## config.mk

```make
export PLATFORM = sky130hd
export DESIGN_NAME = cq_sched
export DESIGN_NICKNAME = d
export VERILOG_FILES = /design/src/rtl/cq_sched_pkg.sv /design/src/rtl/cq_rr_arb2.sv /design/src/rtl/cq_sched.sv
export SDC_FILE = /design/constraint.sdc
export NUM_CORES = 1
export LEC_CHECK = 0
export CORE_MARGIN = 5
export CORE_UTILIZATION = 27
export DETAILED_ROUTE_END_ITERATION = 10
export HOLD_SLACK_MARGIN = 0.06
export PLACE_DENSITY_LB_ADDON = 0.12
export SKIP_LAST_GASP = 1
export SYNTH_ARGS = -nofsm -noshare
export SYNTH_HDL_FRONTEND = slang
export SYNTH_SLANG_ARGS = --single-unit
```

## constraint.sdc

```tcl
create_clock -name clk -period 1.31 [get_ports clk]
set_input_delay 0.1965 -clock clk [delete_from_list [all_inputs] [get_ports clk]]
set_output_delay 0.1965 -clock clk [all_outputs]
set_load 0.03 [all_outputs]
```

## src/rtl/cq_sched_pkg.sv

```systemverilog
// Shared constants and read-FSM encoding for the cq write/read scheduler.
package cq_sched_pkg;

    localparam int unsigned DataWidth = 8;
    localparam int unsigned StallWidth = 8;

    localparam logic [StallWidth-1:0] StallMax = 8'hFF;

    typedef enum logic [0:0] {
        R_IDLE = 1'b0,
        R_DATA = 1'b1
    } rd_state_e;

    function automatic logic [StallWidth-1:0] sat_inc(input logic [StallWidth-1:0] v);
        return (v == StallMax) ? v : v + 8'd1;
    endfunction

endpackage

```

## src/rtl/cq_rr_arb2.sv

```systemverilog
// Two-requester round-robin arbiter; the last winner loses the next tie.
module cq_rr_arb2 (
    input  logic clk,
    input  logic reset,
    input  logic req0,
    input  logic req1,
    input  logic write,
    output logic grant
);

    logic last_gnt_q;
    logic last_gnt_d;

    always_comb begin
        grant = 1'b0;
        if (req0 && req1) begin
            grant = ~last_gnt_q;
        end else if (req1) begin
            grant = 1'b1;
        end
    end

    // Priority only moves when a word is actually written.
    always_comb begin
        last_gnt_d = last_gnt_q;
        if (write) begin
            last_gnt_d = grant;
        end
    end

    always_ff @(posedge clk) begin
        if (reset) begin
            last_gnt_q <= 1'b1;
        end else begin
            last_gnt_q <= last_gnt_d;
        end
    end

endmodule

```

## src/rtl/cq_sched.sv

```systemverilog
// Schedules two producers into an external cq and paces consumer reads from it.
module cq_sched
    import cq_sched_pkg::*;
(
    input  logic                  clk,
    input  logic                  reset,
    input  logic                  req0,
    input  logic                  req1,
    input  logic [DataWidth-1:0]  din0,
    input  logic [DataWidth-1:0]  din1,
    output logic                  ack0,
    output logic                  ack1,
    output logic                  q_wr,
    output logic [DataWidth-1:0]  q_din,
    input  logic                  q_full,
    output logic                  q_rd,
    input  logic                  q_empty,
    input  logic [DataWidth-1:0]  q_dout,
    input  logic                  rd_req,
    output logic                  rd_valid,
    output logic [DataWidth-1:0]  rd_data,
    output logic [StallWidth-1:0] stall_cnt
);

    logic grant;
    logic any_req;

    assign any_req = req0 | req1;

    cq_rr_arb2 u_arb (
        .clk   (clk),
        .reset (reset),
        .req0  (req0),
        .req1  (req1),
        .write (q_wr),
        .grant (grant)
    );

    always_comb begin
        q_wr  = any_req & ~q_full & ~reset;
        ack0  = q_wr & ~grant;
        ack1  = q_wr & grant;
        q_din = '0;
        if (q_wr) begin
            q_din = grant ? din1 : din0;
        end
    end

    logic [StallWidth-1:0] stall_q;
    logic [StallWidth-1:0] stall_d;

    always_comb begin
        stall_d = stall_q;
        if (any_req && q_full) begin
            stall_d = sat_inc(stall_q);
        end
    end

    always_ff @(posedge clk) begin
        if (reset) begin
            stall_q <= '0;
        end else begin
            stall_q <= stall_d;
        end
    end

    assign stall_cnt = stall_q;

    rd_state_e state_q;
    rd_state_e state_d;

    always_ff @(posedge clk) begin
        if (reset) begin
            state_q <= R_IDLE;
        end else begin
            state_q <= state_d;
        end
    end

    always_comb begin
        state_d = state_q;
        unique case (state_q)
            R_IDLE: if (rd_req && !q_empty) state_d = R_DATA;
            R_DATA: state_d = R_IDLE;
            default: state_d = R_IDLE;
        endcase
    end

    // A word popped just before reset is dropped: outputs are masked while reset is high.
    always_comb begin
        q_rd     = 1'b0;
        rd_valid = 1'b0;
        rd_data  = '0;
        if (!reset) begin
            unique case (state_q)
                R_IDLE: q_rd = rd_req & ~q_empty;
                R_DATA: begin
                    rd_valid = 1'b1;
                    rd_data  = q_dout;
                end
                default: ;
            endcase
        end
    end

endmodule

```

Word level (Yosys, flattened, before mapping) --
Cells that the tools add are included.
Word-level totals: output and inout port bits 29, flip-flop bits (word level) 10, word-level logic and storage cells 35
Cells by class: reductions and logical operators 5, add/sub/neg operators 1, equal/unequal tests 1, mux-type cells 12, bitwise operators 13
Operator list (count):
- 8-bit 2-to-1 mux | 4
- 8-bit by 1-bit adder with 8-bit output (second input constant) | 1
- 8-bit equality test (second input constant) | 1
- 1-bit 2-to-1 mux | 7
- 1-bit inverter | 7
- 1-bit bitwise AND | 5
- 1-bit logical AND | 3
- 1-bit one-hot mux with 2 select lines | 1
- 2-bit AND reduction | 1
- 1-bit logical NOT | 1
- 1-bit OR | 1

Depth between registers and ports, before layout --
word-level depth 4, depth in mapped cells 5

Hierarchy --
From an unflattened synthesis, not the netlist that was laid out.
Second synthesis, totals: cells, all modules 90, area, all modules 742.0 µm²
By module, submodules not included:
- cq_sched | area an instance 699.4 µm², instances 1, cells each 86, seq. area each 180.2 µm²
- cq_rr_arb2 | area an instance 42.5 µm², instances 1, cells each 4, seq. area each 20.0 µm²

Worst setup path after synthesis --
No wires, ideal clock.
path type in2out, start in reset, end out q_din[0], data arrival time 1.588 ns, required time 1.113 ns, stages 4, path slack -0.475 ns, cell sequence nor2_1 > nand2_1 > a21oi_1 > a22o_1
Between the ends: cells in the longest elaborated chain, start to end 3
Ends and longest elaborated chain:
- start, declared | line cq_sched.sv:6 | input logic reset,
- 1-bit inverter | line cq_sched.sv:40 | q_wr = any_req & ~q_full & ~reset;
- 1-bit bitwise AND | line cq_sched.sv:40
- 8-bit 2-to-1 mux | line cq_sched.sv:44 | if (q_wr) begin
- end, declared | line cq_sched.sv:14 | output logic [DataWidth-1:0] q_din,
Every way passes these cells.

Final worst setup path --
start reg u_arb.last_gnt_q, end out q_din[0]
Between the ends: cells in the longest elaborated chain, start to end 4
Ends and longest elaborated chain:
- start, declared | line cq_rr_arb2.sv:11 | logic last_gnt_q;
- start signal, assigned | line cq_rr_arb2.sv:35 | last_gnt_q <= last_gnt_d;
- 1-bit inverter | line cq_rr_arb2.sv:17 | grant = ~last_gnt_q;
- 1-bit 2-to-1 mux | line cq_rr_arb2.sv:16 | if (req0 && req1) begin
- 8-bit 2-to-1 mux | line cq_sched.sv:45 | q_din = grant ? din1 : din0;
- 8-bit 2-to-1 mux | line cq_sched.sv:44
Every way passes these cells.

==> results.cfg <==
[floorplanning]
fp.dieH_um = 58.47
start_util_pct = 28.40
io_pins = 60
fp.dieW_um = 58.47
die_area_sq_um = 3419
fp-row-count = 17
core-area_sq_um = 2233

[clock_network]
clk_pin_slew_ps = 80
cts_tree = built
clock_path_buffers = 2
htreeDepth = 1
clk_latency_ps = 280
cts-hold-fix-buffers = 0
cts_root_buffer = clkbuf_4
cts.sinks = 10
numCtsBuffers = 3

[cells_and_area]
seqCellArea_sq_um = 224.0
drive_gt1_share_pct = 51.28
final_cell_mix = clkdlybuf4s50_1 (26), buf_6 (23), buf_4 (11)
final_nets = 189
diodes = 0
final_common_cell = clkdlybuf4s50_1
fillers = 171
stdcell_area_sq_um = 1618
multi_input_area_sq_um = 598.1
area_delta_synth_final_pct = 155.0

[worst_setup_path]
crit_required_ps = 1110
path_cells = nand2b_4 -> and3_4 -> a22o_1 -> buf_6
path_class = flip-flop to output port
setup.worst_path.start = u_arb.last_gnt_q$_SDFFE_PP1P_
worst-path-stages = 4
r2r_slack_ps = -50
r2r_cells = 4
cp_slowest_cell = dfxtp_2
crit_fanout = 4
path_delay_family = simple AND/OR/NAND/NOR gates
startpoint_type = flip-flop
r2r_end = stall_cnt[5]$_SDFFE_PP0P_
cp-end-kind = output port
timing.rr.start = stall_cnt[0]$_SDFFE_PP0P_
worstPathArrival_ps = 1360
crit_buf_inv = 1
cpPeakStageDelay_ps = 320

[sta]
relSlewSlack_pct = 79.39
timing.final.ws_setup_ps = -250.5
drv_slew = 0
fmax_ghz = 0.6408
fin_crit_sh_pct = 119.1
worstMarginPinSlew_ps = 310.4
fin_crit_ps = 1561
skew_ps = 10.86
rsz0062_at_grt = true
setup_viol = 16
final-hold-violation-count = 0

[global_routing]
grt-ovfl-total = 0
track_usage_pct = 19.22
grt_pass1_wl_mm = 4.919
grt_antenna_before_repair = 0
grt_pass1_vias = 971
grt_max_degree = 14

[flow_run]
maxCapViolCount = 0

[run_status]
violations = setup timing
status = complete, but fails checks

[worst_hold_path]
hold_path.class = primary input to flip-flop
hold_path_end = stall_cnt[3]$_SDFFE_PP0P_
min_path_cells = 3
hold_start = reset

[logic_synthesis]
synth_cell_types = 28
synth_area_sq_um = 634.4
avgSynthCellArea_sq_um = 7.929
syn_nets = 112
synth_edf_count = 0
async_reset_ff_share_pct = 0
ys_seq_area_share_pct = 31.56
ys_top_cells_by_area = dfxtp_1 (32%), a22o_1 (11%), and2_1 (7.9%)
yosysWarningCount = 0
synth_top_cell_by_area = dfxtp_1
synth_top_area_share_pct = 31.56
synthFlopType = dfxtp_1
synthCells = 80
synth-seq-cells = 10

[place]
port_buffers = 59
dpl.hpwl_mm = 1.963
placed_area_sq_um = 1399
globalplace.congestion = 0.8472

[drt]
route.detailed.drc = 0
routed-via-count = 935
route.detailed.wl_per_inst_um = 17.31
viasPerCell = 5.082
dr.pass1.iters = 4
ant_nets = 0
first_iter_violations = 33
routed_wl_mm = 3.185

[power]
ir_worst_vdd_uv = 810.0
p_leak_nw = 0.7030
pwr_density_cell_nw_per_um2 = 593.5
total_power_mw = 0.9602
==> synthesized netlist by cell type (3+ instances only) <==
library cell  number
nand2_1            4
and2_1             8
dfxtp_1           10
nand3_1            4
clkbuf_1           3
a22o_1             8
a21oi_1            4
nor2_1             9
nor3_1             4
==> sequential cells by signal (all words and copies together) (netlist names) <==
| register | flops |
|---|---|
| state_q | 1 |
| u_arb.last_gnt_q | 1 |
| stall_cnt | 8 |
==> worst min-delay path: stages <==
cell and delay [ps]:
clkdlybuf4s15_1 210, buf_6 190, a21oi_2 40
==> how the worst max path moves through the flow <==
stage	end	slack (ps)
finish	q_din[0]	-250
global route	q_din[0]	-290
CTS	q_din[0]	-230
detailed placement	q_din[0]	-590
global placement	q_din[0]	-520
floorplan	q_din[0]	-80
==> logic make-up (layout without fill, tap and decap cells) <==
group | after synthesis | in the layout | share of synthesized area, %
AND/OR/NAND/NOR | 41 | 43 | 34.91
AO/OA/AOI/OAI | 20 | 20 | 23.28
flip-flops | 10 | 10 | 31.56
buffers and inverters | 4 | 78 | 2.366
XOR/XNOR | 2 | 2 | 2.762
multiplexers | 2 | 2 | 3.156
adder cells (fa/ha/maj) | 1 | 1 | 1.972
==> stage by stage <==
stage | setup WS [ps] | instances | hold WS, ps | utilization, % | TNS, ps
after floorplan | -84.64 | 80 | 272.1 | - | -151.6
after global placement | -524.9 | 175 | 445.7 | 62.63 | -10680
after detailed placement | -586.4 | 175 | 470.2 | 62.63 | -11310
after CTS | -228.2 | 185 | 439.9 | 71.82 | -1968
after global routing | -287.4 | 184 | 407.7 | 72.44 | -2997
final | -250.5 | 184 | 392.6 | 72.44 | -2071
==> timing repair <==
action,in CTS,in global routing
gates cloned,3,0
buffers inserted,3,1
gates resized for setup,49,20
setup endpoints to repair,33,25
pin swaps,6,14
==> metal layers <==
layer | global-route usage, % | up-vias | part of all wire, %
li1 | - | 451 | -
met1 | 19.79 | 436 | 39
met2 | 36.36 | 44 | 52
met3 | 4.167 | 4 | 7.9
met4 | 8.940 | 0 | 1.7
met5 | 0 | - | 0
==> layout make-up <==
type / instances / area share, %
well taps: 28 / 2.166
flip-flops and latches: 10 / 13.84
multi-input cells: 68 / 36.97
inverters: 1 / 0.2320
repair buffers: 73 / 44.55
clock buffers: 4 / 2.243
==> report_power, final <==
part           switching, mW  internal (mW)  total [mW]  leakage [nW]
logic                  0.151          0.193       0.344         0.596
clock network          0.125          0.169       0.294        0.0210
registers             0.0130          0.308       0.321        0.0862
total                  0.289          0.671       0.960         0.703
Power figures use the tool's default switching activity.
